## src/rtl/cmult_arbiter_if.sv

```systemverilog
// Two-client request/result bus plus the shared complex-multiplier port.
// The arbiter takes the slave side; clients and the multiplier stub take master.
interface cmult_arbiter_if;
   localparam int unsigned OP_W  = 16;
   localparam int unsigned RES_W = 32;

   logic                    req0_valid;
   logic                    req0_ready;
   logic signed [OP_W-1:0]  req0_a_i;
   logic signed [OP_W-1:0]  req0_a_q;
   logic signed [OP_W-1:0]  req0_b_i;
   logic signed [OP_W-1:0]  req0_b_q;
   logic                    req1_valid;
   logic                    req1_ready;
   logic signed [OP_W-1:0]  req1_a_i;
   logic signed [OP_W-1:0]  req1_a_q;
   logic signed [OP_W-1:0]  req1_b_i;
   logic signed [OP_W-1:0]  req1_b_q;

   logic signed [RES_W-1:0] res0_i;
   logic signed [RES_W-1:0] res0_q;
   logic                    res0_strobe;
   logic signed [RES_W-1:0] res1_i;
   logic signed [RES_W-1:0] res1_q;
   logic                    res1_strobe;

   logic signed [OP_W-1:0]  m_a_i;
   logic signed [OP_W-1:0]  m_a_q;
   logic signed [OP_W-1:0]  m_b_i;
   logic signed [OP_W-1:0]  m_b_q;
   logic                    m_input_strobe;
   logic signed [RES_W-1:0] m_p_i;
   logic signed [RES_W-1:0] m_p_q;
   logic                    m_output_strobe;

   modport slave (
      input  req0_valid, req0_a_i, req0_a_q, req0_b_i, req0_b_q,
      input  req1_valid, req1_a_i, req1_a_q, req1_b_i, req1_b_q,
      output req0_ready, req1_ready,
      output res0_i, res0_q, res0_strobe, res1_i, res1_q, res1_strobe,
      output m_a_i, m_a_q, m_b_i, m_b_q, m_input_strobe,
      input  m_p_i, m_p_q, m_output_strobe
   );

   modport master (
      output req0_valid, req0_a_i, req0_a_q, req0_b_i, req0_b_q,
      output req1_valid, req1_a_i, req1_a_q, req1_b_i, req1_b_q,
      input  req0_ready, req1_ready,
      input  res0_i, res0_q, res0_strobe, res1_i, res1_q, res1_strobe,
      input  m_a_i, m_a_q, m_b_i, m_b_q, m_input_strobe,
      output m_p_i, m_p_q, m_output_strobe
   );
endinterface

```

## src/rtl/cmult_arbiter.sv

```systemverilog
// Round-robin arbiter sharing one complex multiplier between two clients; a tag
// FIFO remembers the issuing client so results route back in issue order.
module cmult_arbiter #(
   parameter int unsigned TAG_DEPTH = 8
) (
   input  logic                       clock,
   input  logic                       reset,
   input  logic                       enable,
   cmult_arbiter_if.slave             bus,
   output logic [$clog2(TAG_DEPTH):0] inflight,
   output logic                       err
);
   localparam int unsigned PTR_W = $clog2(TAG_DEPTH);
   localparam int unsigned CNT_W = PTR_W + 1;

   logic             last_grant;
   logic [PTR_W-1:0] wr_ptr;
   logic [PTR_W-1:0] rd_ptr;
   logic             tag_mem [TAG_DEPTH];

   logic grant_ok_c;
   logic gnt0_c;
   logic gnt1_c;
   logic push_c;
   logic win_c;
   logic pop_c;
   logic spurious_c;
   logic pop_tag_c;

   // No grants while full; the tag FIFO is sized to the in-flight limit.
   assign grant_ok_c = enable && !reset && (inflight < CNT_W'(TAG_DEPTH));

   // Contention goes to the client that did not win last.
   always_comb begin
      gnt0_c = 1'b0;
      gnt1_c = 1'b0;
      if (grant_ok_c) begin
         if (bus.req0_valid && bus.req1_valid) begin
            gnt0_c = last_grant;
            gnt1_c = !last_grant;
         end else begin
            gnt0_c = bus.req0_valid;
            gnt1_c = bus.req1_valid;
         end
      end
   end

   assign bus.req0_ready = gnt0_c;
   assign bus.req1_ready = gnt1_c;
   assign push_c         = gnt0_c || gnt1_c;
   assign win_c          = gnt1_c;
   assign pop_c          = bus.m_output_strobe && (inflight != '0);
   assign spurious_c     = bus.m_output_strobe && (inflight == '0);
   assign pop_tag_c      = tag_mem[rd_ptr];

   // Issue side: operand register, issue pulse, round-robin pointer, write pointer.
   always_ff @(posedge clock) begin
      if (reset) begin
         bus.m_a_i          <= '0;
         bus.m_a_q          <= '0;
         bus.m_b_i          <= '0;
         bus.m_b_q          <= '0;
         bus.m_input_strobe <= 1'b0;
         last_grant         <= 1'b1;
         wr_ptr             <= '0;
      end else begin
         bus.m_input_strobe <= push_c;
         if (push_c) begin
            bus.m_a_i  <= win_c ? bus.req1_a_i : bus.req0_a_i;
            bus.m_a_q  <= win_c ? bus.req1_a_q : bus.req0_a_q;
            bus.m_b_i  <= win_c ? bus.req1_b_i : bus.req0_b_i;
            bus.m_b_q  <= win_c ? bus.req1_b_q : bus.req0_b_q;
            last_grant <= win_c;
            wr_ptr     <= wr_ptr + PTR_W'(1);
         end
      end
   end

   // Tag storage needs no reset: entries are only read behind the write pointer.
   always_ff @(posedge clock) begin
      if (push_c) begin
         tag_mem[wr_ptr] <= win_c;
      end
   end

   // Return side: route the product by head tag; strobes with no tag are dropped.
   always_ff @(posedge clock) begin
      if (reset) begin
         bus.res0_i      <= '0;
         bus.res0_q      <= '0;
         bus.res0_strobe <= 1'b0;
         bus.res1_i      <= '0;
         bus.res1_q      <= '0;
         bus.res1_strobe <= 1'b0;
         rd_ptr          <= '0;
         err             <= 1'b0;
      end else begin
         bus.res0_strobe <= pop_c && !pop_tag_c;
         bus.res1_strobe <= pop_c && pop_tag_c;
         if (pop_c) begin
            rd_ptr <= rd_ptr + PTR_W'(1);
            if (pop_tag_c) begin
               bus.res1_i <= bus.m_p_i;
               bus.res1_q <= bus.m_p_q;
            end else begin
               bus.res0_i <= bus.m_p_i;
               bus.res0_q <= bus.m_p_q;
            end
         end
         if (spurious_c) begin
            err <= 1'b1;
         end
      end
   end

   // Occupancy: simultaneous push and pop cancel.
   always_ff @(posedge clock) begin
      if (reset) begin
         inflight <= '0;
      end else if (push_c && !pop_c) begin
         inflight <= inflight + CNT_W'(1);
      end else if (pop_c && !push_c) begin
         inflight <= inflight - CNT_W'(1);
      end
   end
endmodule
```

## src/flat_wrapper.sv

```systemverilog
// flat-port wrapper written by rule: the top's interface ports become plain ports
module cmult_arbiter_flat 
#(
   parameter int unsigned TAG_DEPTH = 8
)
  (clock, reset, enable, inflight, err, bus_req0_valid, bus_req0_a_i, bus_req0_a_q, bus_req0_b_i, bus_req0_b_q, bus_req1_valid, bus_req1_a_i, bus_req1_a_q, bus_req1_b_i, bus_req1_b_q, bus_req0_ready, bus_req1_ready, bus_res0_i, bus_res0_q, bus_res0_strobe, bus_res1_i, bus_res1_q, bus_res1_strobe, bus_m_a_i, bus_m_a_q, bus_m_b_i, bus_m_b_q, bus_m_input_strobe, bus_m_p_i, bus_m_p_q, bus_m_output_strobe);
  cmult_arbiter_if bus_i ();
  input  logic clock;
  input  logic reset;
  input  logic enable;
  output logic [$clog2(TAG_DEPTH):0] inflight;
  output logic err;
  input wire logic [$bits(bus_i.req0_valid)-1:0] bus_req0_valid;
  input wire logic [$bits(bus_i.req0_a_i)-1:0] bus_req0_a_i;
  input wire logic [$bits(bus_i.req0_a_q)-1:0] bus_req0_a_q;
  input wire logic [$bits(bus_i.req0_b_i)-1:0] bus_req0_b_i;
  input wire logic [$bits(bus_i.req0_b_q)-1:0] bus_req0_b_q;
  input wire logic [$bits(bus_i.req1_valid)-1:0] bus_req1_valid;
  input wire logic [$bits(bus_i.req1_a_i)-1:0] bus_req1_a_i;
  input wire logic [$bits(bus_i.req1_a_q)-1:0] bus_req1_a_q;
  input wire logic [$bits(bus_i.req1_b_i)-1:0] bus_req1_b_i;
  input wire logic [$bits(bus_i.req1_b_q)-1:0] bus_req1_b_q;
  output wire logic [$bits(bus_i.req0_ready)-1:0] bus_req0_ready;
  output wire logic [$bits(bus_i.req1_ready)-1:0] bus_req1_ready;
  output wire logic [$bits(bus_i.res0_i)-1:0] bus_res0_i;
  output wire logic [$bits(bus_i.res0_q)-1:0] bus_res0_q;
  output wire logic [$bits(bus_i.res0_strobe)-1:0] bus_res0_strobe;
  output wire logic [$bits(bus_i.res1_i)-1:0] bus_res1_i;
  output wire logic [$bits(bus_i.res1_q)-1:0] bus_res1_q;
  output wire logic [$bits(bus_i.res1_strobe)-1:0] bus_res1_strobe;
  output wire logic [$bits(bus_i.m_a_i)-1:0] bus_m_a_i;
  output wire logic [$bits(bus_i.m_a_q)-1:0] bus_m_a_q;
  output wire logic [$bits(bus_i.m_b_i)-1:0] bus_m_b_i;
  output wire logic [$bits(bus_i.m_b_q)-1:0] bus_m_b_q;
  output wire logic [$bits(bus_i.m_input_strobe)-1:0] bus_m_input_strobe;
  input wire logic [$bits(bus_i.m_p_i)-1:0] bus_m_p_i;
  input wire logic [$bits(bus_i.m_p_q)-1:0] bus_m_p_q;
  input wire logic [$bits(bus_i.m_output_strobe)-1:0] bus_m_output_strobe;
  assign bus_i.req0_valid = bus_req0_valid;
  assign bus_i.req0_a_i = bus_req0_a_i;
  assign bus_i.req0_a_q = bus_req0_a_q;
  assign bus_i.req0_b_i = bus_req0_b_i;
  assign bus_i.req0_b_q = bus_req0_b_q;
  assign bus_i.req1_valid = bus_req1_valid;
  assign bus_i.req1_a_i = bus_req1_a_i;
  assign bus_i.req1_a_q = bus_req1_a_q;
  assign bus_i.req1_b_i = bus_req1_b_i;
  assign bus_i.req1_b_q = bus_req1_b_q;
  assign bus_req0_ready = bus_i.req0_ready;
  assign bus_req1_ready = bus_i.req1_ready;
  assign bus_res0_i = bus_i.res0_i;
  assign bus_res0_q = bus_i.res0_q;
  assign bus_res0_strobe = bus_i.res0_strobe;
  assign bus_res1_i = bus_i.res1_i;
  assign bus_res1_q = bus_i.res1_q;
  assign bus_res1_strobe = bus_i.res1_strobe;
  assign bus_m_a_i = bus_i.m_a_i;
  assign bus_m_a_q = bus_i.m_a_q;
  assign bus_m_b_i = bus_i.m_b_i;
  assign bus_m_b_q = bus_i.m_b_q;
  assign bus_m_input_strobe = bus_i.m_input_strobe;
  assign bus_i.m_p_i = bus_m_p_i;
  assign bus_i.m_p_q = bus_m_p_q;
  assign bus_i.m_output_strobe = bus_m_output_strobe;
  cmult_arbiter #(.TAG_DEPTH(TAG_DEPTH)) u_core (.clock(clock), .reset(reset), .enable(enable), .bus(bus_i), .inflight(inflight), .err(err));
endmodule
```

## config.mk

```make
export PLATFORM = sky130hd
export DESIGN_NAME = cmult_arbiter_flat
export DESIGN_NICKNAME = d
export VERILOG_FILES = /design/src/rtl/cmult_arbiter_if.sv /design/src/rtl/cmult_arbiter.sv /design/src/flat_wrapper.sv
export SDC_FILE = /design/constraint.sdc
export NUM_CORES = 1
export LEC_CHECK = 0
export ABC_AREA = 1
export BUFFER_PORTS_ARGS = -buffer_cell sky130_fd_sc_hd__buf_4
export CORE_AREA = 2 2 154 156
export DETAILED_ROUTE_END_ITERATION = 10
export DIE_AREA = 0 0 156 158
export GPL_TIMING_DRIVEN = 0
export PLACE_DENSITY = 0.73
export SLEW_MARGIN = 5
export SYNTH_ARGS = -nofsm -noshare
export SYNTH_HDL_FRONTEND = slang
export SYNTH_SLANG_ARGS = --single-unit
```

## constraint.sdc

```tcl
create_clock -name clock -period 6.1 [get_ports clock]
set_input_delay 0.61 -clock clock [delete_from_list [all_inputs] [get_ports clock]]
set_output_delay 0.61 -clock clock [all_outputs]
set_load 0.05 [all_outputs]
```

==> results.cfg <==
[detailed_routing]
ant_nets = 0
routed_via_density = 4.80
routedWlPerCell_um = 15.1
vias = 10900
route.detailed.drc = 0
drt_wl_total_mm = 34.1
drtIter0Drc = 592
first_pass_iters = 5

[floorplan]
die_y_um = 158
die_area_um2 = 24600
die_w_um = 156
core_um2 = 23100
initial_core_util = 0.436
io_pins = 400
core.rowCount = 56

[critical_path]
reg2reg_depth = 12
path_class = register to output port
r2r_start = u_core.inflight[3]
cp-end-kind = output port
start_kind = register
path_max_fanout = 18
cp.arrival_ns = 1.89
worstSetupEndpoint = bus_req1_ready
critical_path.startpoint = u_core.inflight[3]
r2r-end = u_core.inflight[3]
crit_required_ns = 5.49
rrSetupSlack_ns = 3.63

[grt]
grt_pass1_vias = 10500
antenna_found_initial = 6
track_usage = 0.269
grt_max_degree = 19
grt_first_pass_wirelength_mm = 52.4
gr-total-overflow = 0

[clock_network]
cts-buffers-inserted = 24
cts_tree = built
clock_path_buffers = 3
cts_hold_buf = 0
post_cts_buffers = 0
cts-htree-levels = 1
clk_latency_ns = 0.52
cts-root-buf = clkbuf_16
cts.clk_slew.worst_paths_ns = 0.06
cts_resized = 0
cts.sinks = 218

[yosys]
synth_enable_flop_cells = 8
synth_top_area_share = 0.418
syn_area_per_cell_um2 = 6.60
synth-xor-area-share = 0.00261
syn_area_um2 = 10100
synth_top_area_cell = dfxtp_1
synthMuxAreaShare = 0
yosysSeqAreaShare = 0.442
synthAdderAreaFrac = 0.00821
synthCells = 1524
yosys-top-cells-area = dfxtp_1 (42%), nand2_1 (15%), nor2_1 (10%), inv_1 (7.9%), nand4_1 (4.0%)
synth_ff_type = dfxtp_1
ys_warn_count = 0
synth_compound_area_frac = 0.0737
synth.most_common_cell = nand2_1
syn_nets = 1728
synth-async-reset-ratio = 0
ys_ff_latch = 218
ys_types = 27
synth_top_family_by_area = simple AND/OR/NAND/NOR gates
yosys.area_share.simple = 0.337
synth_common_cells = nand2_1 (407), nor2_1 (274), inv_1 (212)

[timing]
min_period_ns = 2.50
setup-violations-final = 0
setup-tns-final_ns = 0
rsz0062_at_grt = false
slew_violations = 0
clock_skew_ns = 0.0196
worst_pin_slew_ns = 0.898
hold_viol = 0
clock.fmax_mhz = 400
relSlewSlack = 0.401
period_share = 0.410

[cells_and_area]
nNetsFinal = 2153
final_area_um2 = 14300
fillers = 2157
area_growth_pct = 42.4
drive_above_1_share = 0.265

[placed_design]
dp_hpwl_mm = 26.5
io_buffers = 399
globalplace.congestion = 0.880
dpl-instance-area_um2 = 13400

[worst_hold_path]
min_path_cells = 2
min_path_type = primary input to register

[power]
p_switching_mw = 3.42
combPwrFrac = 0.505
internal_power_mw = 3.98
p_leak_nw = 7.65
power_frac_clock = 0.219
ir_drop_uv = 242
power.density_nw_per_um2 = 517
power_frac_seq = 0.276
switching_share = 0.463
total_power_mw = 7.40

[job]
timing.max_cap.violations = 0

[status]
status = complete, no violations
[worst min-delay path by stage]
| stage | end | start |
|---|---|---|
| 2_1_floorplan | register | u_core.rd_ptr[0] |
| 3_3_place_gp | u_core.err | u_core.err |
| 3_5_place_dp | u_core.err | u_core.err |
| 4_1_cts | u_core.wr_ptr[0] | reset |
| 5_1_grt | u_core.wr_ptr[0] | reset |
| 6_report | u_core.wr_ptr[0] | reset |
[cell usage in the layout (no fill, tap or decap), drive strengths merged]
| cell type | instances |
|---|---|
| a21boi | 1 |
| nand3b | 1 |
| inv | 217 |
| clkbuf | 66 |
| clkinv | 6 |
| o21ai | 71 |
| diode | 6 |
| ha | 5 |
| dfxtp | 210 |
| xnor2 | 1 |
| fa | 1 |
| nand4 | 65 |
| nand3 | 74 |
| a21oi | 74 |
| edfxtp | 8 |
| nand2 | 410 |
| clkinvlp | 1 |
| buf | 471 |
| or2 | 1 |
| o211ai | 1 |
| bufinv | 5 |
| nor2 | 275 |
| xor2 | 2 |
| and3 | 1 |
[metrics by stage]
stage               std cells  setup slack [ns]  hold slack (ns)   util
floorplan                1524              3.75            0.448      -
detailed placement       2213              3.10            0.449  0.582
CTS                      2257              3.57            0.353  0.620
global placement         2213              3.17            0.441  0.582
global route             2263              3.41            0.365  0.621
finish                   2263              3.60            0.366  0.621
[flip-flops by register name (all words and copies together) (netlist names), 3 cells and up, named ones only]
name and flops:
u_core.rd_ptr 3, u_core.bus.res0_i 32, u_core.tag_mem 8, u_core.bus.m_b_q 16
u_core.bus.m_b_i 16, u_core.wr_ptr 3, u_core.bus.res1_i 32, u_core.bus.res0_q 32
u_core.inflight 4, u_core.bus.m_a_q 16, u_core.bus.m_a_i 16, u_core.bus.res1_q 32
[area by class of cell]
cell class,instances,area [um^2],share of cell area
Inverter,217,815,0.0569
Buffer,106,562,0.0392
Multi-Input combinational cell,983,4230,0.296
Sequential cell,218,4440,0.310
Clock buffer,32,702,0.0490
Tap cell,290,363,0.0253
Antenna cell,6,15.0,0.00105
Timing Repair Buffer,399,3000,0.209
Clock inverter,12,188,0.0131
[power groups by stage]
stage,Combinational [mW],Sequential [mW],Clock (mW)
after floorplan,1.39,3.28,0
after global placement,3.68,2.06,0
after detailed placement,3.73,2.06,0
after CTS,3.75,2.04,1.64
after global routing,4.05,2.09,1.71
final,3.74,2.04,1.62
[routing by layer]
metal / global-route usage / vias to the layer above / share of wire
li1: - / 5522 / -
met1: 0.303 / 4850 / 0.39
met3: 0.0515 / 90 / 0.071
met2: 0.485 / 408 / 0.49
met5: 0 / - / 0
met4: 0.137 / 0 / 0.049
[critical path: stages, from the launching register on]
cell and delay [ns]:
dfxtp_1 0.37, nor2_2 0.22, nand2_2 0.15, inv_2 0.08, buf_2 0.30, buf_4 0.26
[kinds of logic after synthesis]
kind of cell / count (synthesis)
flops: 218
xor+xnor: 3
buf+inv: 323
compound gates: 147
fa+ha+maj: 6
simple gates: 827
No activity file was read; power rests on OpenSTA's default activity.
